`src/rtl/spi_slave_engine_if.sv`:
```
// Byte-FIFO handshakes and SPI pins of the SPI target engine.
// The engine connects through the slave modport; the FIFO side and bus master use the master modport.
interface spi_slave_engine_if;
    logic [7:0] tx_fifo_data;
    logic       tx_fifo_valid;
    logic       tx_fifo_ready;
    logic [7:0] rx_fifo_data;
    logic       rx_fifo_valid;
    logic       rx_fifo_ready;
    logic       spi_sck;
    logic       spi_cs;
    logic       spi_mosi;
    logic       spi_miso;
    logic       spi_miso_oe;

    modport slave (
        input  tx_fifo_data, tx_fifo_valid, rx_fifo_ready, spi_sck, spi_cs, spi_mosi,
        output tx_fifo_ready, rx_fifo_data, rx_fifo_valid, spi_miso, spi_miso_oe
    );

    modport master (
        output tx_fifo_data, tx_fifo_valid, rx_fifo_ready, spi_sck, spi_cs, spi_mosi,
        input  tx_fifo_ready, rx_fifo_data, rx_fifo_valid, spi_miso, spi_miso_oe
    );
endinterface

```
`src/rtl/spi_slave_engine.sv`:
```
// SPI target byte engine: oversamples SCK/CS/MOSI in the clk domain, pushes received
// bytes to an rx FIFO port and shifts tx FIFO bytes out on MISO, all four CPOL/CPHA modes.
module spi_slave_engine #(
    parameter logic [7:0] DUMMY_BYTE  = 8'hFF,
    parameter int         SYNC_STAGES = 2
) (
    input  logic              clk,
    input  logic              rst_n,
    input  logic              spi_enable,
    input  logic [1:0]        spi_mode,
    input  logic              spi_msb_first,
    input  logic              clear_flags,
    spi_slave_engine_if.slave bus,
    output logic              spi_busy,
    output logic [15:0]       spi_tx_count,
    output logic [15:0]       spi_rx_count,
    output logic              spi_overflow,
    output logic              spi_underrun
);

    typedef enum logic {IDLE, ACTIVE} state_t;

    state_t                 state_q, state_d;
    logic [SYNC_STAGES-1:0] sck_sync_q, cs_sync_q, mosi_sync_q;
    logic                   sck_prev_q, cs_prev_q;
    logic                   cpol_q, cpha_q, msb_q;
    logic                   cpol_d, cpha_d, msb_d;
    logic [2:0]             bit_cnt_q, bit_cnt_d;
    logic [7:0]             rx_shift_q, rx_shift_d;
    logic [7:0]             tx_shift_q, tx_shift_d;
    logic [7:0]             rx_data_q, rx_data_d;
    logic                   rx_valid_q, rx_valid_d;
    logic                   miso_q, miso_d;
    logic                   miso_oe_q, miso_oe_d;
    logic [15:0]            tx_count_q, tx_count_d;
    logic [15:0]            rx_count_q, rx_count_d;
    logic                   ovf_q, ovf_d;
    logic                   unr_q, unr_d;

    logic       sck_s, cs_s, mosi_s, cs_fall, sck_edge, active;
    logic       lead_edge, trail_edge, sample_edge, shift_edge;
    logic       start, byte_done, load, push;
    logic [7:0] rx_next, load_byte;

    // Synchroniser chains; CS resets low so a frame already in progress at reset is never joined
    always_ff @(posedge clk or negedge rst_n) begin
        if (!rst_n) begin
            sck_sync_q  <= '0;
            cs_sync_q   <= '0;
            mosi_sync_q <= '0;
            sck_prev_q  <= 1'b0;
            cs_prev_q   <= 1'b0;
        end else begin
            sck_sync_q  <= {sck_sync_q[SYNC_STAGES-2:0], bus.spi_sck};
            cs_sync_q   <= {cs_sync_q[SYNC_STAGES-2:0], bus.spi_cs};
            mosi_sync_q <= {mosi_sync_q[SYNC_STAGES-2:0], bus.spi_mosi};
            sck_prev_q  <= sck_sync_q[SYNC_STAGES-1];
            cs_prev_q   <= cs_sync_q[SYNC_STAGES-1];
        end
    end

    assign sck_s       = sck_sync_q[SYNC_STAGES-1];
    assign cs_s        = cs_sync_q[SYNC_STAGES-1];
    assign mosi_s      = mosi_sync_q[SYNC_STAGES-1];
    assign cs_fall     = cs_prev_q & ~cs_s;
    assign sck_edge    = sck_s ^ sck_prev_q;
    assign active      = (state_q == ACTIVE) && spi_enable && !cs_s;
    assign lead_edge   = sck_edge && (sck_s != cpol_q);
    assign trail_edge  = sck_edge && (sck_s == cpol_q);
    assign sample_edge = active && (cpha_q ? trail_edge : lead_edge);
    assign shift_edge  = active && (cpha_q ? lead_edge : trail_edge);
    assign byte_done   = sample_edge && (bit_cnt_q == 3'd7);
    assign load        = start || byte_done;
    assign push        = byte_done && (!rx_valid_q || bus.rx_fifo_ready);
    assign rx_next     = msb_q ? {rx_shift_q[6:0], mosi_s} : {mosi_s, rx_shift_q[7:1]};
    assign load_byte   = bus.tx_fifo_valid ? bus.tx_fifo_data : DUMMY_BYTE;

    always_comb begin
        state_d = state_q;
        start   = 1'b0;
        case (state_q)
            IDLE: begin
                if (spi_enable && cs_fall) begin
                    state_d = ACTIVE;
                    start   = 1'b1;
                end
            end
            ACTIVE: begin
                if (!spi_enable || cs_s) state_d = IDLE;
            end
            default: state_d = IDLE;
        endcase
    end

    always_comb begin
        cpol_d     = cpol_q;
        cpha_d     = cpha_q;
        msb_d      = msb_q;
        bit_cnt_d  = bit_cnt_q;
        rx_shift_d = rx_shift_q;
        tx_shift_d = tx_shift_q;
        miso_d     = miso_q;
        rx_data_d  = rx_data_q;
        rx_valid_d = rx_valid_q;
        tx_count_d = tx_count_q;
        rx_count_d = rx_count_q;
        miso_oe_d  = (state_d == ACTIVE);
        ovf_d      = ovf_q & ~clear_flags;
        unr_d      = unr_q & ~clear_flags;

        if (state_q == IDLE) begin
            cpol_d = spi_mode[1];
            cpha_d = spi_mode[0];
            msb_d  = spi_msb_first;
        end

        if (!active) bit_cnt_d = 3'd0;
        else if (sample_edge) bit_cnt_d = bit_cnt_q + 3'd1;

        if (sample_edge) rx_shift_d = rx_next;

        // CPHA=0 frame start puts the first bit on MISO now; otherwise it waits for the next shift edge
        if (load) begin
            if (start && !spi_mode[0]) begin
                miso_d     = spi_msb_first ? load_byte[7] : load_byte[0];
                tx_shift_d = spi_msb_first ? {load_byte[6:0], 1'b0} : {1'b0, load_byte[7:1]};
            end else begin
                tx_shift_d = load_byte;
            end
            if (bus.tx_fifo_valid) tx_count_d = tx_count_q + 16'd1;
            else unr_d = 1'b1;
        end else if (shift_edge) begin
            miso_d     = msb_q ? tx_shift_q[7] : tx_shift_q[0];
            tx_shift_d = msb_q ? {tx_shift_q[6:0], 1'b0} : {1'b0, tx_shift_q[7:1]};
        end

        if (rx_valid_q && bus.rx_fifo_ready) rx_valid_d = 1'b0;
        if (push) begin
            rx_data_d  = rx_next;
            rx_valid_d = 1'b1;
            rx_count_d = rx_count_q + 16'd1;
        end else if (byte_done) begin
            ovf_d = 1'b1;
        end
    end

    always_ff @(posedge clk or negedge rst_n) begin
        if (!rst_n) begin
            state_q    <= IDLE;
            cpol_q     <= 1'b0;
            cpha_q     <= 1'b0;
            msb_q      <= 1'b1;
            bit_cnt_q  <= 3'd0;
            rx_shift_q <= 8'd0;
            tx_shift_q <= DUMMY_BYTE;
            miso_q     <= DUMMY_BYTE[7];
            miso_oe_q  <= 1'b0;
            rx_data_q  <= 8'd0;
            rx_valid_q <= 1'b0;
            tx_count_q <= 16'd0;
            rx_count_q <= 16'd0;
            ovf_q      <= 1'b0;
            unr_q      <= 1'b0;
        end else begin
            state_q    <= state_d;
            cpol_q     <= cpol_d;
            cpha_q     <= cpha_d;
            msb_q      <= msb_d;
            bit_cnt_q  <= bit_cnt_d;
            rx_shift_q <= rx_shift_d;
            tx_shift_q <= tx_shift_d;
            miso_q     <= miso_d;
            miso_oe_q  <= miso_oe_d;
            rx_data_q  <= rx_data_d;
            rx_valid_q <= rx_valid_d;
            tx_count_q <= tx_count_d;
            rx_count_q <= rx_count_d;
            ovf_q      <= ovf_d;
            unr_q      <= unr_d;
        end
    end

    assign bus.tx_fifo_ready = load;
    assign bus.rx_fifo_data  = rx_data_q;
    assign bus.rx_fifo_valid = rx_valid_q;
    assign bus.spi_miso      = miso_q;
    assign bus.spi_miso_oe   = miso_oe_q;
    assign spi_busy          = (state_q != IDLE);
    assign spi_tx_count      = tx_count_q;
    assign spi_rx_count      = rx_count_q;
    assign spi_overflow      = ovf_q;
    assign spi_underrun      = unr_q;

endmodule

```
`src/flat_wrapper.sv`:
```
// flat-port wrapper written by rule: the top's interface ports become plain ports
module spi_slave_engine_flat 
#(
    parameter logic [7:0] DUMMY_BYTE  = 8'hFF,
    parameter int         SYNC_STAGES = 2
)
  (clk, rst_n, spi_enable, spi_mode, spi_msb_first, clear_flags, spi_busy, spi_tx_count, spi_rx_count, spi_overflow, spi_underrun, bus_tx_fifo_data, bus_tx_fifo_valid, bus_rx_fifo_ready, bus_spi_sck, bus_spi_cs, bus_spi_mosi, bus_tx_fifo_ready, bus_rx_fifo_data, bus_rx_fifo_valid, bus_spi_miso, bus_spi_miso_oe);
  spi_slave_engine_if bus_i ();
  input  logic clk;
  input  logic rst_n;
  input  logic spi_enable;
  input  logic [1:0] spi_mode;
  input  logic spi_msb_first;
  input  logic clear_flags;
  output logic spi_busy;
  output logic [15:0] spi_tx_count;
  output logic [15:0] spi_rx_count;
  output logic spi_overflow;
  output logic spi_underrun;
  input wire logic [$bits(bus_i.tx_fifo_data)-1:0] bus_tx_fifo_data;
  input wire logic [$bits(bus_i.tx_fifo_valid)-1:0] bus_tx_fifo_valid;
  input wire logic [$bits(bus_i.rx_fifo_ready)-1:0] bus_rx_fifo_ready;
  input wire logic [$bits(bus_i.spi_sck)-1:0] bus_spi_sck;
  input wire logic [$bits(bus_i.spi_cs)-1:0] bus_spi_cs;
  input wire logic [$bits(bus_i.spi_mosi)-1:0] bus_spi_mosi;
  output wire logic [$bits(bus_i.tx_fifo_ready)-1:0] bus_tx_fifo_ready;
  output wire logic [$bits(bus_i.rx_fifo_data)-1:0] bus_rx_fifo_data;
  output wire logic [$bits(bus_i.rx_fifo_valid)-1:0] bus_rx_fifo_valid;
  output wire logic [$bits(bus_i.spi_miso)-1:0] bus_spi_miso;
  output wire logic [$bits(bus_i.spi_miso_oe)-1:0] bus_spi_miso_oe;
  assign bus_i.tx_fifo_data = bus_tx_fifo_data;
  assign bus_i.tx_fifo_valid = bus_tx_fifo_valid;
  assign bus_i.rx_fifo_ready = bus_rx_fifo_ready;
  assign bus_i.spi_sck = bus_spi_sck;
  assign bus_i.spi_cs = bus_spi_cs;
  assign bus_i.spi_mosi = bus_spi_mosi;
  assign bus_tx_fifo_ready = bus_i.tx_fifo_ready;
  assign bus_rx_fifo_data = bus_i.rx_fifo_data;
  assign bus_rx_fifo_valid = bus_i.rx_fifo_valid;
  assign bus_spi_miso = bus_i.spi_miso;
  assign bus_spi_miso_oe = bus_i.spi_miso_oe;
  spi_slave_engine #(.DUMMY_BYTE(DUMMY_BYTE), .SYNC_STAGES(SYNC_STAGES)) u_core (.clk(clk), .rst_n(rst_n), .spi_enable(spi_enable), .spi_mode(spi_mode), .spi_msb_first(spi_msb_first), .clear_flags(clear_flags), .bus(bus_i), .spi_busy(spi_busy), .spi_tx_count(spi_tx_count), .spi_rx_count(spi_rx_count), .spi_overflow(spi_overflow), .spi_underrun(spi_underrun));
endmodule
```
`config.mk`:
```
export PLATFORM = sky130hd
export DESIGN_NAME = spi_slave_engine_flat
export DESIGN_NICKNAME = d
export VERILOG_FILES = /design/src/rtl/spi_slave_engine_if.sv /design/src/rtl/spi_slave_engine.sv /design/src/flat_wrapper.sv
export SDC_FILE = /design/constraint.sdc
export NUM_CORES = 1
export LEC_CHECK = 0
export CAP_MARGIN = 20
export CORE_ASPECT_RATIO = 0.75
export CORE_MARGIN = 1.5
export CORE_UTILIZATION = 45
export CTS_BUF_LIST = sky130_fd_sc_hd__clkbuf_4 sky130_fd_sc_hd__clkbuf_8
export DETAILED_ROUTE_END_ITERATION = 7
export PLACE_DENSITY = 0.71
export SYNTH_ARGS = -nofsm -noshare
export SYNTH_HDL_FRONTEND = slang
export SYNTH_SLANG_ARGS = --single-unit
```
`constraint.sdc`:
```
create_clock -name clk -period 5.55 [get_ports clk]
set_input_delay 0.8325 -clock clk [delete_from_list [all_inputs] [get_ports clk]]
set_output_delay 0.8325 -clock clk [all_outputs]
set_load 0.05 [all_outputs]
```
After elaboration in Yosys (flattened, before gate mapping)
Cells that the tools add are included.

Bitwise gates (word level): 7. Equality and inequality tests: 5. Add/sub/neg operators: 3. Reductions and logical operators: 22. Muxes and demuxes: 26.

Operator list (number): two-way mux 8 bit (7); adder 16 x 1 -> 16 bit (second input constant) (2); two-way mux 1 bit (16); logical AND 1 bit (11); two-way mux 3 bit (2); logical NOT 1 bit (4); AND reduction 2 bit (2); nonzero test 2 bit (2); adder 3 x 1 -> 3 bit (second input constant) (1); AND 1 bit (3); equality test 3 bit (second input constant) (1); logical OR 1 bit (3); NOT 1 bit (3); != test 2 x 1 -> 1 bit (second input constant) (1); != test 2 bit (second input constant) (1); one-hot mux 1 bit (2 select lines) (1); equality test 1 bit (1); != test 1 bit (1); XOR 1 bit (1).

Bits in registers: 75. Input bits: 20. Output and inout bits: 47.

Logic depth before layout (Yosys ltp)
Gate-level depths: netlist of run 1.

Depth after elaboration: 8. Gate-level depth with buffers: 9. Depth with buffers taken out: 8.

Least setup slack after synthesis of run 1
Ideal clock, no wire load.

Path type: reg2out. Start: register u_core.state_q (netlist: u_core.spi_busy). End: output port bus_tx_fifo_ready. Slack: 2577 ps. Cell stages (with the launch flop): 7. Data arrival time: 2140 ps. Data required time: 4718 ps. Cells stage by stage: dfrtp_1 -> clkbuf_1 -> nand4b_1 -> mux2i_1 -> o21ai_1 -> inv_1 -> clkbuf_1.

Longest elaborated chain between the ends: 5. Elaborated cells between the ends (all ways): 6. Those cells by class: mux: 1; reduce/logical: 5.

RTL lines: start: declaration (line spi_slave_engine.sv:23) `state_t state_q, state_d;`; start signal: assignment (line spi_slave_engine.sv:165) `state_q <= state_d;`; logical AND 1 bit (2 in a row) (line spi_slave_engine.sv:67) `assign active = (state_q == ACTIVE) && spi_enable && !cs_s;`; logical AND 1 bit (line spi_slave_engine.sv:70) `assign sample_edge = active && (cpha_q ? trail_edge : lead_edge);`; logical AND 1 bit (line spi_slave_engine.sv:72) `assign byte_done = sample_edge && (bit_cnt_q == 3'd7);`; logical OR 1 bit * (line spi_slave_engine.sv:73) `assign load = start || byte_done;`; end: declaration (line flat_wrapper.sv:26) `output wire logic [$bits(bus_i.tx_fifo_ready)-1:0] bus_tx_fifo_ready;`.

Every way passes the cells marked *; elsewhere a longest branch is shown, timed or not.

Worst setup path after layout of run 1
Start: input port spi_enable. End: output port bus_tx_fifo_ready.

Longest elaborated chain between the ends: 5. Elaborated cells between the ends (all ways): 8. Those cells by class: mux: 2; reduce/logical: 6.

RTL lines: start: declaration (line flat_wrapper.sv:11) `input logic spi_enable;`; logical AND 1 bit (2 in a row) (line spi_slave_engine.sv:67); logical AND 1 bit (line spi_slave_engine.sv:70); logical AND 1 bit (line spi_slave_engine.sv:72); logical OR 1 bit * (line spi_slave_engine.sv:73).

Marks and branches as above.

==> flow_summary_export.csv, run 1 <==
group,metric,value,unit
floorplanning,die_height,79.4,µm
floorplanning,core_area,7430,µm²
floorplanning,die_w,105,µm
finish,final_layout_size_suffix_gt1_share,10.3,%
sta,slew_headroom,36.8,%
route,postRouteWirelength,7180,µm
sta,hold_slack,0.351,ns
logic_synthesis,synthFlopType,"dfrtp_1",
finish,utilization,59.2,%
route,antenna_left,0,
floorplanning,rows,27,
sta,final_max_slew_viol_count,0,
sta,final_hold_viol_count,0,
setup_path,startpoint,"spi_enable",
grt,grt_max_degree,76,
sta,setup_viol_count_final,0,
logic_synthesis,synth_top_family_by_area,"simple AND/OR/NAND/NOR gates",
floorplanning,initial_utilization,47.1,%
power_and_ir_drop,totalPowerFinal,1.25,mW
clock_tree,clkLatencyLatePin,0.35,ns
logic_synthesis,seq_area_frac_synth,53.9,%
clock_tree,post-cts-setup-buffers,0,
logic_synthesis,synth-edff-count,0,
min_path,min_path_type,"reg -> reg",
grt,grt_first_pass_wirelength,12200,µm
floorplanning,ios,67,
grt,overflow,0,
logic_synthesis,synth_fa_ha_area_share,1.43,%
logic_synthesis,netlist_top_cells_count,"dfrtp_1, nor2_1, mux2i_1, nand2_1",
setup_path,crit_path_frequent_cell,"clkdlybuf4s50_1",
setup_path,crit_family,"buffers and inverters",
setup_path,critPathMaxFanout,15,
setup_path,critical_path_buf_inv_count,4,
logic_synthesis,synth.top_cell.area_share,46.4,%
route,drtPass1Iterations,4,
route,drc,0,
sta,clock-skew-final,0.0103,ns
logic_synthesis,synth_warnings,0,
setup_path,r2r_start,"u_core.cpol_q",
grt,grt_use_total,18.5,%
sta,worstMarginPinSlew,0.945,ns
setup_path,worstSetupPathType,"in -> out",
place,gp_congestion,0.804,
grt,antenna_found_initial,0,
setup_path,cpPeakStageDelay,0.89,ns
clock_tree,cts_sinks,75,
logic_synthesis,synth_simple_gate_area_share,16.1,%
clock_tree,clkTransAtPathRegs,0.08,ns
power_and_ir_drop,leakagePower,1.99,nW
logic_synthesis,yosysTopAreaCell,"dfrtp_1",
logic_synthesis,ys_types,41,
route,drt_iter0_drc,104,
sta,period_needed,3.98,ns
logic_synthesis,synth-seq-cells,75,
logic_synthesis,async_reset_ff_share,100,%
clock_tree,ctsResizeCount,0,
logic_synthesis,avgSynthCellArea,10.9,µm²
clock_tree,root_buffer,"clkbuf_8",
finish,fill_cells,636,
floorplanning,dieArea,8330,µm²
grt,first_global_vias,2527,
logic_synthesis,synth_compound_area_share,7.25,%
finish,diodes,0,
route,wl_per_cell,14.7,µm
logic_synthesis,netlist_top_cells_area,"dfrtp_1, mux2i_1, dfstp_2, xnor2_1, nor2_1",
setup_path,cp_data_required_time,4.72,ns
finish,nets,407,
setup_path,startpoint_type,"primary input",
finish,multi_input_area,1500,µm²
logic_synthesis,yosysMostFrequentCell,"dfrtp_1",
setup_path,crit_arrival,3.15,ns
clock_tree,h-tree-depth,3,
clock_tree,clk_path_buf_depth,2,
sta,fmax,251,MHz
setup_path,crit_chain,"clkdlybuf4s50_1 -> nor2b_1 -> o21ai_1 -> buf_4 -> inv_1 -> clkdlybuf4s50_1",
job,cap_viol_max_count,0,
logic_synthesis,synthMuxAreaShare,10.0,%
min_path,hold_start,"u_core.mosi_sync_q[0]",
power_and_ir_drop,ir_worst_vdd,0.148,mV
place,dpl.hpwl,5000,µm
setup_path,crit_path_end_kind,"output pin",
route,vias,2545,
clock_tree,cts_tree,"yes",
logic_synthesis,synth_cells,321,
logic_synthesis,synth-xor-area-share,8.00,%
power_and_ir_drop,power_density,285,nW/µm²
logic_synthesis,syn-num-nets,345,
logic_synthesis,netlist_area,3500,µm²
finish,area_growth,25.6,%
sta,finalCritPeriodShare,71.7,%
clock_tree,cts_buffers,9,
place,port_buffers,66,
route,via_per_inst,5.20,
clock_tree,holdBufCountCts,0,
finish,regArea,1890,µm²
run_status,outcome,"complete, no violations",
sta,tns,0,ns
sta,rsz0062_at_grt,"false",
setup_path,crit_path_top_delay_cell,"clkdlybuf4s50_1",
## state kept, by name, summed over array words and instances (netlist names), 2 cells and up
| signal | count |
|---|---|
| u_core.bit_cnt_q | 3 |
| u_core.bus.rx_fifo_data | 8 |
| u_core.cs_sync_q | 2 |
| u_core.mosi_sync_q | 2 |
| u_core.rx_shift_q | 8 |
| u_core.sck_sync_q | 2 |
| u_core.spi_rx_count | 16 |
| u_core.spi_tx_count | 16 |
| u_core.tx_shift_q | 8 |
## kinds of logic (layout without fill, tap and decap cells)
| family | after synthesis | after routing |
|---|---|---|
| flip-flops | 75 | 75 |
| AO/OA/AOI/OAI | 37 | 37 |
| buffers and inverters | 26 | 93 |
| adder cells (fa/ha/maj) | 4 | 4 |
| multiplexers | 34 | 34 |
| XOR/XNOR | 32 | 32 |
| AND/OR/NAND/NOR | 113 | 113 |
## cell type report
| class | instances | area share (%) |
|---|---|---|
| sequential | 75 | 43.0 |
| multi-input combinational | 220 | 34.1 |
| timing repair buffer | 68 | 15.3 |
| clock buffer | 10 | 2.99 |
| tap | 101 | 2.87 |
| clock inverter | 6 | 0.967 |
| inverter | 9 | 0.768 |
## path summary, 6_finish.rpt
check,end,slack [ns],depth (start not counted)
hold / removal,u_core.mosi_sync_q[1],0.35,0
max in group asynchronous,u_core.spi_rx_count[4],4.32,1
setup / recovery,bus_tx_fifo_ready,1.57,6
hold reg to reg,u_core.mosi_sync_q[1],0.35,0
setup reg to reg,u_core.spi_tx_count[1],3.25,7
min in group asynchronous,u_core.spi_rx_count[15],0.61,1
## stage by stage
step / instances / instance area [µm²] / worst slack, ns
2_1_floorplan: 321 / 3500 / 2.58
3_3_place_gp: 473 / 4220 / 1.62
3_5_place_dp: 473 / 4220 / 1.59
4_1_cts: 489 / 4400 / 1.57
5_1_grt: 489 / 4400 / 1.44
6_report: 489 / 4400 / 1.57
## worst reg2reg max path, delay by kind of cell (launching register included)
| family | cells | cell delay [ns] |
|---|---|---|
| flip-flops | 1 | 0.40 |
| AND/OR/NAND/NOR | 1 | 0.16 |
| XOR/XNOR | 1 | 0.39 |
| multiplexers | 2 | 0.60 |
| AO/OA/AOI/OAI | 1 | 0.10 |
| buffers and inverters | 2 | 0.56 |
## cell usage in the layout, fill, tap and decap left out, types with 3 or more instances in the layout
cell type	Yosys	final
and3_1	3	3
nor3_1	8	8
nand3_1	7	7
a21oi_1	17	17
o211ai_1	6	6
nand2_1	28	28
nor2_1	37	37
dfstp_2	10	10
clkdlybuf4s50_1	0	65
buf_4	1	3
nand2b_1	4	4
nand4_1	10	10
ha_1	4	4
dfrtp_1	65	65
clkbuf_8	0	9
xnor2_1	17	17
inv_1	9	9
mux2_2	5	5
nor3_2	3	3
xor2_1	15	15
a221o_1	7	7
mux2i_1	28	28
## power by group
group / switching, mW / leakage, nW / internal, mW
combinational: 0.129 / 0.941 / 0.0974
clock: 0.204 / 0.0857 / 0.167
sequential: 0.0475 / 0.963 / 0.606
## layer usage
metal | vias to the layer above | part of all wire, % | global-route usage, %
met5 | - | 0 | 0
met4 | 0 | 0.49 | 4.79
li1 | 1238 | - | -
met1 | 1255 | 48 | 25.4
met3 | 2 | 4.1 | 6.20
met2 | 50 | 48 | 28.4
No activity file was read; power rests on OpenSTA's default activity.
==> inputs of run 2 (changes only) <==
--- a/config.mk
+++ b/config.mk
@@ -11,7 +11,7 @@
 export CORE_UTILIZATION = 45
 export CTS_BUF_LIST = sky130_fd_sc_hd__clkbuf_4 sky130_fd_sc_hd__clkbuf_8
 export DETAILED_ROUTE_END_ITERATION = 7
-export PLACE_DENSITY = 0.71
+export PLACE_DENSITY = 0.73
 export SYNTH_ARGS = -nofsm -noshare
 export SYNTH_HDL_FRONTEND = slang
 export SYNTH_SLANG_ARGS = --single-unit
==> constraint.sdc (replaced) <==
create_clock -name clk -period 3.3 [get_ports clk]
set_input_delay 0.495 -clock clk [delete_from_list [all_inputs] [get_ports clk]]
set_output_delay 0.495 -clock clk [all_outputs]
set_load 0.05 [all_outputs]
==> run 2 against run 1 <==
Design area is 2.1% higher. Via count is 0.12% higher. Power is 81% higher. Critical path type is now reg -> out. Utilization is 1.2 points higher. Final cell count is 0.82% higher. Clock power is 110% higher. Combinational power is 70% higher. First-iteration DRC count is 21% lower. Register-to-register slack worse by 2.2 ns. Highest routed layer unchanged. Die area stayed put. Global-route usage hardly changed.
==> flow_summary_export.csv, run 2 (same netlist as run 1, synthesis figures left out) <==
group,metric,value,unit
finish,area_growth,28.2,%
route,drc,0,
grt,grt_first_pass_wirelength,12200,µm
clock_tree,h-tree-depth,3,
floorplanning,core_area,7430,µm²
floorplanning,ios,67,
finish,nets,411,
clock_tree,root_buffer,"clkbuf_8",
power_and_ir_drop,ir_worst_vdd,0.285,mV
place,dpl.hpwl,5130,µm
setup_path,critPathMaxFanout,14,
sta,fin_ws,0.635,ns
job,cap_viol_max_count,0,
grt,antenna_found_initial,0,
route,postRouteWirelength,7140,µm
sta,clock-skew-final,0.00849,ns
clock_tree,cts_buffers,9,
setup_path,r2r_slack,1.04,ns
sta,fmax,375,MHz
sta,worstMarginPinSlew,0.902,ns
floorplanning,die_height,79.4,µm
clock_tree,clkTransAtPathRegs,0.08,ns
sta,setup_viol_count_final,0,
grt,first_global_vias,2571,
place,place_ws,0.748,ns
grt,grt_max_degree,76,
clock_tree,post-cts-setup-buffers,0,
clock_tree,cts_sinks,75,
min_path,min_path_type,"in -> async",
setup_path,cp_data_required_time,2.80,ns
finish,mostFrequentLayoutCell,"dfrtp_1",
clock_tree,ctsResizeCount,0,
route,via_per_inst,5.17,
finish,final_layout_size_suffix_gt1_share,11.5,%
place,port_buffers,66,
sta,final_hold_viol_count,0,
grt,grt_use_total,18.5,%
sta,period_needed,2.66,ns
clock_tree,clk_path_buf_depth,2,
setup_path,crit_arrival,2.17,ns
setup_path,startpoint_type,"register",
grt,overflow,0,
clock_tree,clkLatencyLatePin,0.34,ns
sta,finalCritPeriodShare,80.7,%
setup_path,worstSetupPathType,"reg -> out",
sta,rsz0062_at_grt,"false",
route,antenna_left,0,
finish,mostFrequentLayoutCells,"dfrtp_1, clkdlybuf4s50_1, nor2_1, mux2i_1, nand2_1",
run_status,outcome,"complete, no violations",
route,wl_per_cell,14.5,µm
route,drt_iter0_drc,82,
sta,hold_slack,0.282,ns
finish,diodes,0,
sta,slew_headroom,39.9,%
clock_tree,cts_tree,"yes",
power_and_ir_drop,leakagePower,2.03,nW
floorplanning,initial_utilization,47.1,%
sta,final_max_slew_viol_count,0,
floorplanning,rows,27,
setup_path,crit_path_end_kind,"output pin",
route,vias,2548,
floorplanning,die_w,105,µm
place,gp_congestion,0.781,
route,drtPass1Iterations,4,
sta,tns,0,ns
clock_tree,holdBufCountCts,0,
floorplanning,dieArea,8330,µm²
power_and_ir_drop,power_density,504,nW/µm²
run 2: cell type report:
type / instances / area, µm²
well taps: 101 / 126
clock inverters: 7 / 101
multi-input cells: 220 / 1500
flip-flops and latches: 75 / 1890
inverters: 9 / 33.8
clock buffers: 9 / 124
repair buffers: 72 / 713
fillers: 635 / 2940
run 2: power by group:
| part | total (mW) | internal (mW) | switching [mW] |
|---|---|---|---|
| Clock | 0.775 | 0.430 | 0.345 |
| Sequential | 1.10 | 1.02 | 0.0822 |
| Combinational | 0.385 | 0.166 | 0.219 |
| Total | 2.26 | 1.62 | 0.646 |
run 2: path summary, 6_finish.rpt:
| check | startpoint | end | cells after the start |
|---|---|---|---|
| worst max register to register | u_core.cpol_q | u_core.bus.rx_fifo_data[7] | 6 |
| min in group clk | u_core.cs_sync_q[0] | u_core.cs_sync_q[1] | 0 |
| max in group asynchronous | rst_n | u_core.bit_cnt_q[1] | 1 |
| worst min-delay path | rst_n | u_core.spi_rx_count[15] | 1 |
| worst min register to register | u_core.cs_sync_q[0] | u_core.cs_sync_q[1] | 0 |
| worst max-delay path | u_core.cpol_q | bus_tx_fifo_ready | 5 |
run 2: critical path, cell delays in order (launching register included):
cell and delay [ns]:
dfrtp_1 0.39, xnor2_1 0.37, mux2i_1 0.29, o21ai_1 0.13, inv_1 0.44, buf_12 0.21
run 2: per-stage QoR:
stage                     cell area, µm²  std cells  utilization, %  power (mW)
final                               4490        493            60.4        2.26
after global placement              4260        477            57.4        1.49
after global routing                4490        493            60.4        2.38
after detailed placement            4260        477            57.4        1.51
after CTS                           4490        493            60.4        2.29
after floorplan                     3500        321               -        1.36
run 2: metal layers:
layer  global-route usage [%]  wire length (µm)
met2                     29.7              3500
met5                        0                 0
met4                     6.58                59
met1                     24.7              3380
met3                     4.65               200
==> inputs of run 3 (changes only) <==
--- a/config.mk
+++ b/config.mk
@@ -11,7 +11,7 @@
 export CORE_UTILIZATION = 45
 export CTS_BUF_LIST = sky130_fd_sc_hd__clkbuf_4 sky130_fd_sc_hd__clkbuf_8
 export DETAILED_ROUTE_END_ITERATION = 7
-export PLACE_DENSITY = 0.73
+export PLACE_DENSITY = 0.71
 export SYNTH_ARGS = -nofsm -noshare
 export SYNTH_HDL_FRONTEND = slang
 export SYNTH_SLANG_ARGS = --single-unit
==> constraint.sdc (replaced) <==
create_clock -name clk -period 2.6 [get_ports clk]
set_input_delay 0.39 -clock clk [delete_from_list [all_inputs] [get_ports clk]]
set_output_delay 0.39 -clock clk [all_outputs]
set_load 0.05 [all_outputs]
==> run 3 against run 2 <==
Hold slack worse by 0.097 ns. First-iteration DRC count up 2.4%. Power up 20%. Wire length is 2.6% higher. Register-to-register slack got worse by 0.58 ns. Sequential share of layout area rose by 0.21 points. Worst setup slack lost 0.43 ns. Non-clock buffer count is 1 higher. Critical path type unchanged.
==> flow_summary_export.csv, run 3 (same netlist as run 1, synthesis figures left out) <==
group,metric,value,unit
run_status,outcome,"complete, no violations",
grt,first_global_vias,2551,
job,cap_viol_max_count,0,
clock_tree,clk_path_buf_depth,2,
grt,use_met1,27.4,%
finish,mostFrequentLayoutCell,"dfrtp_1",
place,dpl_cell_area,4270,µm²
sta,period_needed,2.40,ns
setup_path,crit_family,"adder cells",
grt,grt_use_total,19.0,%
grt,overflow,0,
floorplanning,core_area,7430,µm²
route,drtPass1Iterations,4,
setup_path,cpPeakStageDelay,0.39,ns
sta,final_hold_viol_count,0,
clock_tree,clkTransAtPathRegs,0.07,ns
power_and_ir_drop,power_density,609,nW/µm²
grt,busiest_layer,"met2",
finish,fill_cells,623,
power_and_ir_drop,ir_worst_vdd,0.295,mV
grt,grt_max_degree,76,
setup_path,crit_chain,"ha_1 -> ha_1 -> nand4b_1 -> mux2i_1 -> o21ai_2 -> inv_2 -> buf_4",
floorplanning,die_height,79.4,µm
setup_path,critPathMaxFanout,8,
clock_tree,root_buffer,"clkbuf_8",
sta,rsz0062_at_grt,"false",
setup_path,crit_path_top_delay_cell,"dfrtp_1",
floorplanning,die_w,105,µm
setup_path,crit_path_frequent_cell,"ha_1",
sta,fmax,417,MHz
setup_path,crit_path_end_kind,"output pin",
floorplanning,dieArea,8330,µm²
place,port_buffers,66,
route,drt_iter0_drc,84,
grt,grt_first_pass_wirelength,12500,µm
route,wl_per_cell,14.8,µm
grt,antenna_found_initial,0,
route,antenna_left,0,
power_and_ir_drop,leakagePower,2.04,nW
grt,use_met3,5.71,%
grt,grt_util_met2,28.2,%
route,postRouteWirelength,7320,µm
setup_path,worstSetupPathType,"reg -> out",
route,drc,0,
finish,diodes,0,
setup_path,critical_path_buf_inv_count,2,
clock_tree,cts_sinks,75,
sta,hold_slack,0.185,ns
finish,utilization,60.1,%
sta,worstMarginPinSlew,0.919,ns
floorplanning,ios,67,
finish,area_growth,27.5,%
route,via_per_inst,5.16,
sta,finalCritPeriodShare,92.1,%
route,vias,2547,
finish,final_layout_size_suffix_gt1_share,12.5,%
place,dpl.hpwl,5250,µm
setup_path,crit_arrival,2.01,ns
setup_path,startpoint_type,"register",
min_path,min_path_type,"in -> async",
finish,mostFrequentLayoutCells,"dfrtp_1, clkdlybuf4s50_1, nor2_1, mux2i_1, nand2_1",
clock_tree,clkLatencyLatePin,0.34,ns
clock_tree,h-tree-depth,3,
power_and_ir_drop,totalPowerFinal,2.72,mW
floorplanning,rows,27,
sta,tns,0,ns
finish,post-route-cell-area,4470,µm²
clock_tree,post-cts-setup-buffers,0,
sta,final_max_slew_viol_count,0,
floorplanning,initial_utilization,47.1,%
sta,slew_headroom,38.8,%
sta,clock-skew-final,0.00623,ns
clock_tree,cts_buffers,9,
clock_tree,cts_tree,"yes",
sta,setup_viol_count_final,0,
place,gp_congestion,0.777,
setup_path,cp_data_required_time,2.21,ns
finish,nets,412,
-- run 3: per-layer routing --
metal  wire, µm  vias up  part of all wire, %
met5          0        -                    0
met4         38        0                 0.52
met3        267        4                  3.6
met2       3420       46                   47
met1       3600     1248                   49
li1           -     1249                    -
-- run 3: final cells by class --
| cell class | instances | area, µm² | share of cell area [%] |
|---|---|---|---|
| clock buffer | 14 | 174 | 3.89 |
| clock inverter | 2 | 10.0 | 0.224 |
| inverter | 9 | 33.8 | 0.756 |
| multi-input combinational | 220 | 1510 | 33.9 |
| sequential | 75 | 1890 | 42.3 |
| tap | 101 | 126 | 2.83 |
| timing repair buffer | 73 | 721 | 16.1 |
-- run 3: path summary, 6_finish.rpt --
kind                                     start                          to  slack [ns]  cells past startpoint
setup / recovery           u_core.bit_cnt_q[0]           bus_tx_fifo_ready        0.20                      7
hold reg to reg            u_core.cs_sync_q[0]         u_core.cs_sync_q[1]        0.35                      0
min in group clk           u_core.cs_sync_q[0]         u_core.cs_sync_q[1]        0.35                      0
setup reg to reg                 u_core.cpol_q     u_core.spi_rx_count[15]        0.46                      5
hold / removal                           rst_n  u_core.bus.rx_fifo_data[4]        0.18                      1
max in group asynchronous                rst_n      u_core.spi_rx_count[8]        1.83                      1
-- run 3: worst register-to-register path, cell delays in order (launching register included) --
cell and delay, ns:
dfrtp_1 0.41, xnor2_2 0.27, mux2_4 0.38, or4_4 0.63
nor4_4 0.19, xor2_1 0.19
-- run 3: repair_timing --
item	in CTS	in global routing
resized for setup	1	2
pin swaps	0	0
endpoints found under the setup margin	1	1
hold buffers	0	0
-- run 3: per-stage QoR --
step	setup slack, ns	cells
6_report	0.204	494
5_1_grt	0.0763	494
4_1_cts	0.0979	494
3_5_place_dp	0.192	478
3_3_place_gp	0.253	478
2_1_floorplan	0.290	321
-- run 3: power by group --
| group | leakage [nW] | switching, mW | internal, mW |
|---|---|---|---|
| combinational | 0.973 | 0.284 | 0.213 |
| sequential | 0.963 | 0.101 | 1.29 |
| clock | 0.101 | 0.401 | 0.429 |
